$ cat src/rtl/dest_fifo_bank_if.sv
// Bundle of the four routed input words, pop requests and per-destination FIFO status/outputs.
// Vectors are indexed by port/destination number 0..3.
interface dest_fifo_bank_if #(
  parameter int WIDTH = 10,
  parameter int AW    = 2
);
  logic [3:0][WIDTH-1:0] word;
  logic [3:0]            pop;
  logic [3:0][WIDTH-1:0] data_out;
  logic [3:0]            valid_out;
  logic [3:0]            empty;
  logic [3:0]            full;
  logic [3:0][AW:0]      count;
  logic [3:0]            err_ovf;
  logic [3:0]            err_dest;

  modport master (
    output word, pop,
    input  data_out, valid_out, empty, full, count, err_ovf, err_dest
  );

  modport slave (
    input  word, pop,
    output data_out, valid_out, empty, full, count, err_ovf, err_dest
  );
endinterface

$ cat src/rtl/dest_fifo_bank.sv
// Per-destination receive FIFOs: tag-checked push, registered pop data one cycle after pop,
// push accepted when full only alongside a pop; drops raise sticky err_ovf/err_dest bits.
module dest_fifo_bank #(
  parameter int WIDTH = 10,
  parameter int DEPTH = 4,
  parameter int AW    = 2
) (
  input logic             clk,
  input logic             reset,
  dest_fifo_bank_if.slave bus
);

  localparam logic [AW:0] FULL_CNT = (AW+1)'(DEPTH);

  for (genvar n = 0; n < 4; n++) begin : g_port
    logic [WIDTH-1:0] mem [DEPTH];
    logic [AW-1:0]    wptr;
    logic [AW-1:0]    rptr;
    logic [AW:0]      cnt;
    logic [WIDTH-1:0] dout;
    logic             vout;
    logic             ovf;
    logic             dest;
    logic             push_req;
    logic             tag_ok;
    logic             pop_ok;
    logic             push_ok;

    // A pop frees the head slot at the same edge, so a full FIFO may still accept.
    always_comb begin
      push_req = |bus.word[n];
      tag_ok   = (bus.word[n][WIDTH-1 -: 2] == 2'(n));
      pop_ok   = bus.pop[n] && (cnt != '0);
      push_ok  = push_req && tag_ok && ((cnt != FULL_CNT) || pop_ok);
    end

    always_ff @(posedge clk or posedge reset) begin
      if (reset) begin
        wptr <= '0;
        rptr <= '0;
        cnt  <= '0;
        dout <= '0;
        vout <= 1'b0;
        ovf  <= 1'b0;
        dest <= 1'b0;
      end else begin
        if (push_ok)
          wptr <= wptr + 1'b1;
        if (pop_ok)
          rptr <= rptr + 1'b1;
        if (push_ok && !pop_ok)
          cnt <= cnt + 1'b1;
        else if (!push_ok && pop_ok)
          cnt <= cnt - 1'b1;
        dout <= pop_ok ? mem[rptr] : '0;
        vout <= pop_ok;
        if (push_req && !tag_ok)
          dest <= 1'b1;
        if (push_req && tag_ok && !push_ok)
          ovf <= 1'b1;
      end
    end

    always_ff @(posedge clk) begin
      if (push_ok)
        mem[wptr] <= bus.word[n];
    end

    assign bus.data_out[n]  = dout;
    assign bus.valid_out[n] = vout;
    assign bus.count[n]     = cnt;
    assign bus.empty[n]     = (cnt == '0);
    assign bus.full[n]      = (cnt == FULL_CNT);
    assign bus.err_ovf[n]   = ovf;
    assign bus.err_dest[n]  = dest;
  end

endmodule

$ cat src/flat_wrapper.sv
// flat-port wrapper written by rule: the top's interface ports become plain ports
module dest_fifo_bank_flat 
#(
  parameter int WIDTH = 10,
  parameter int DEPTH = 4,
  parameter int AW    = 2
)
  (clk, reset, bus_word, bus_pop, bus_data_out, bus_valid_out, bus_empty, bus_full, bus_count, bus_err_ovf, bus_err_dest);
  dest_fifo_bank_if #(.WIDTH(WIDTH), .AW(AW)) bus_i ();
  input logic clk;
  input logic reset;
  input wire logic [$bits(bus_i.word)-1:0] bus_word;
  input wire logic [$bits(bus_i.pop)-1:0] bus_pop;
  output wire logic [$bits(bus_i.data_out)-1:0] bus_data_out;
  output wire logic [$bits(bus_i.valid_out)-1:0] bus_valid_out;
  output wire logic [$bits(bus_i.empty)-1:0] bus_empty;
  output wire logic [$bits(bus_i.full)-1:0] bus_full;
  output wire logic [$bits(bus_i.count)-1:0] bus_count;
  output wire logic [$bits(bus_i.err_ovf)-1:0] bus_err_ovf;
  output wire logic [$bits(bus_i.err_dest)-1:0] bus_err_dest;
  assign bus_i.word = bus_word;
  assign bus_i.pop = bus_pop;
  assign bus_data_out = bus_i.data_out;
  assign bus_valid_out = bus_i.valid_out;
  assign bus_empty = bus_i.empty;
  assign bus_full = bus_i.full;
  assign bus_count = bus_i.count;
  assign bus_err_ovf = bus_i.err_ovf;
  assign bus_err_dest = bus_i.err_dest;
  dest_fifo_bank #(.WIDTH(WIDTH), .DEPTH(DEPTH), .AW(AW)) u_core (.clk(clk), .reset(reset), .bus(bus_i));
endmodule
$ cat config.mk
export PLATFORM = sky130hd
export DESIGN_NAME = dest_fifo_bank_flat
export DESIGN_NICKNAME = d
export VERILOG_FILES = /design/src/rtl/dest_fifo_bank_if.sv /design/src/rtl/dest_fifo_bank.sv /design/src/flat_wrapper.sv
export SDC_FILE = /design/constraint.sdc
export NUM_CORES = 1
export LEC_CHECK = 0
export BUFFER_PORTS_ARGS = -buffer_cell sky130_fd_sc_hd__buf_4
export CORE_MARGIN = 5
export CORE_UTILIZATION = 52
export CTS_CLUSTER_DIAMETER = 30
export CTS_CLUSTER_SIZE = 14
export DETAILED_ROUTE_END_ITERATION = 12
export GPL_ROUTABILITY_DRIVEN = 0
export GPL_TIMING_DRIVEN = 0
export PLACE_DENSITY_LB_ADDON = 0.05
export SYNTH_ARGS = -nofsm -noshare
export SYNTH_HDL_FRONTEND = slang
export SYNTH_SLANG_ARGS = --single-unit
$ cat constraint.sdc
create_clock -name clk -period 2.2 [get_ports clk]
set_clock_uncertainty 0.15 [all_clocks]
set_input_delay 0.11 -clock clk [delete_from_list [all_inputs] [get_ports clk]]
set_output_delay 0.11 -clock clk [all_outputs]
set_load 0.02 [all_outputs]
==> impl_metrics.yaml <==
critical_path:
  startpoint_type: "flip-flop"
  cp_max_fo: 3
  cp.required_ps: 2480
  critPathKind: "flip-flop to flip-flop"
  end_kind: "flip-flop"
  ff2ff_path_depth: 9
  r2r-end: "u_core.g_port[1].cnt[2]"
  r2r-start: "u_core.g_port[1].cnt[2]"
  rrSetupSlack_ps: 50
  arrival_ps: 2430
run:
  maxCapViolCount: 0
floorplanning:
  core_area_sq_um: 17800
  die_w_um: 144
  num_rows: 49
  initial_utilization_pct: 52.3
  fp.dieH_um: 144
  io-pin-count: 118
  dieArea_sq_um: 20700
timing:
  worst_pin_slew_ps: 702
  rsz0062_at_grt: "true"
  final_hold_viol_count: 0
  timing.fmax_ghz: 0.465
  final_max_slew_viol_count: 0
  slew_headroom_pct: 53.2
  min_period_over_period_pct: 97.8
  whs_ps: 90.7
  min_period_ps: 2150
  worst_slack_ps: 49.4
  report.final.setup_viol: 0
placed_design:
  dp_hpwl_mm: 11.2
  dp_slack_ps: -218
  io_buffers: 117
synth:
  synth_nets: 558
  yosysUniqueCellTypes: 33
  yosysSeqAreaShare_pct: 73.2
  netlist_area_sq_um: 9300
  yosysWarnings: 0
  ys_ff_latch: 240
  avgSynthCellArea_sq_um: 19.1
  syn_inst: 488
detailed_routing:
  initialDrtViolationCount: 174
  first_pass_iters: 4
  wirelength_mm: 18.1
  routedWlPerCell_um: 18.2
  viasPerCell: 5.07
  vias: 5033
  antenna_left: 0
  drc: 0
hold_path:
  hold_class: "primary input to async pin"
clock_tree:
  clk_pin_slew_worst_paths_ps: 50
  clockRootBuffer: "clkbuf_16"
  cts_buffers: 46
  htree_levels: 2
  cts_buffer_depth: 3
  insertion_delay_ps: 510
  clock_sinks: 240
  cts_tree: "done"
power:
  p_leak_nw: 5.16
  irDropWorstVdd_mv: 1.02
  power_density_nw_per_um2: 1440
final_layout:
  antenna_cells: 0
  nets: 796
  layout_commonest_cell: "edfxtp_1"
  syn_to_final_growth_pct: 39.5
  num-fill-cells: 1102
  mostFrequentLayoutCells: "edfxtp_1 (160), buf_4 (159), dfrtp_1 (68), and2_1 (52), clkbuf_16 (47)"
  drive_gt1_share_pct: 44.6
grt:
  grt_overflow: 0
  grt_most_used_layer: "met2"
  antenna_found_initial: 0
  grt_pass1_wl_mm: 29.1
  use_met3_pct: 4.06
  grt_max_degree: 30
  gr-usage-all-layers_pct: 18.2
  grt.met1_usage_pct: 23.2
  grt_pass1_vias: 5540
  met2_usage_pct: 31.2
status:
  status: "completed"
[critical path, cell delays in order (launching register included)]
cell and delay [ps]:
dfrtp_2 410, nor3b_4 160, nor2b_4 140, nor3b_4 190, ha_2 220, inv_2 40, fa_2 350, xor2_1 150
nor2_1 130, xor2_1 140
[worst max-delay path by stage]
| stage | from | slack [ps] | cells after the start | end |
|---|---|---|---|---|
| floorplan | u_core.g_port[0].cnt[1] | -150 | 8 | u_core.g_port[0].cnt[1] |
| global placement | u_core.g_port[1].cnt[2] | -190 | 9 | u_core.g_port[1].cnt[2] |
| detailed placement | u_core.g_port[1].cnt[2] | -220 | 9 | u_core.g_port[1].cnt[2] |
| CTS | u_core.g_port[1].cnt[2] | -40 | 9 | u_core.g_port[1].cnt[2] |
| global route | u_core.g_port[1].cnt[2] | -60 | 9 | u_core.g_port[1].cnt[2] |
| finish | u_core.g_port[1].cnt[2] | 50 | 9 | u_core.g_port[1].cnt[2] |
[final cells by class]
cell class | instances | area, sq um | area share, %
Buffer | 24 | 154 | 1.19
Inverter | 19 | 75.1 | 0.579
Sequential cell | 240 | 6820 | 52.6
Clock buffer | 55 | 1240 | 9.53
Clock inverter | 30 | 434 | 3.35
Tap cell | 229 | 287 | 2.21
Multi-Input combinational cell | 204 | 2390 | 18.4
Timing Repair Buffer | 191 | 1570 | 12.1
[report_power, final]
part	switching (mW)	internal, mW	total, mW
Clock	2.25	5.19	7.44
Combinational	2.33	2.55	4.88
Sequential	0.541	5.81	6.35
[flip-flops by register name, summed over array words and instances, names as in the netlist]
| register | count |
|---|---|
| u_core.g_port.dest | 4 |
| u_core.g_port.ovf | 4 |
| u_core.g_port.mem | 160 |
| u_core.g_port.rptr | 8 |
| u_core.g_port.cnt | 12 |
| u_core.g_port.dout | 40 |
| u_core.g_port.vout | 4 |
| u_core.g_port.wptr | 8 |
[logic make-up after synthesis]
| group | synth area share [%] |
|---|---|
| mux | 10.7 |
| fa+ha+maj | 3.55 |
| buf+inv | 2.54 |
| flops | 73.2 |
| compound gates | 0.552 |
| xor+xnor | 2.26 |
| simple gates | 7.20 |
[synthesized netlist by cell type, drive strengths merged]
cell | instances | area [sq um]
buf | 20 | 146
ha | 20 | 250
nor2b | 2 | 27.5
o21bai | 1 | 7.51
nor3b | 6 | 87.6
nand3 | 1 | 5.00
a21oi | 2 | 10.0
and2b | 1 | 7.51
clkbuf | 5 | 18.8
and3 | 1 | 6.26
mux2 | 8 | 93.8
nand2b | 5 | 31.3
dfrtp | 80 | 2000
a31o | 3 | 26.3
nor4 | 8 | 50.1
edfxtp | 160 | 4800
mux4 | 40 | 901
a21o | 1 | 7.51
or3 | 3 | 18.8
and2 | 56 | 355
nor2 | 7 | 33.8
xor2 | 8 | 70.1
inv | 19 | 71.3
xnor2 | 16 | 140
nor3 | 4 | 20.0
fa | 4 | 80.1
nand2 | 7 | 26.3
[stage by stage]
step / power [mW] / util (%) / TNS (ps) / cell area (sq um) / std cells
after global placement: 10.8 / 59.5 / -570 / 10600 / 834
final: 18.7 / 73.0 / 0 / 13000 / 992
after detailed placement: 11.0 / 59.8 / -771 / 10600 / 836
after CTS: 18.7 / 72.2 / -44.3 / 12800 / 978
after floorplan: 9.39 / - / -586 / 9420 / 488
after global routing: 19.6 / 73.0 / -127 / 13000 / 992
[metal layers]
layer	up-vias	routed length, um
met5	-	0
met4	0	258
met3	18	946
met2	119	9400
met1	2600	7460
li1	2296	-
[repair_timing]
action / in CTS / in global routing
resized for setup: 0 / 9
endpoints found under the setup margin: 7 / 51
hold buffers: 46 / 0
buffers inserted: 11 / 15
endpoints found under the hold margin: 234 / 0
pin swaps: 6 / 14
Power figures use the tool's default switching activity.
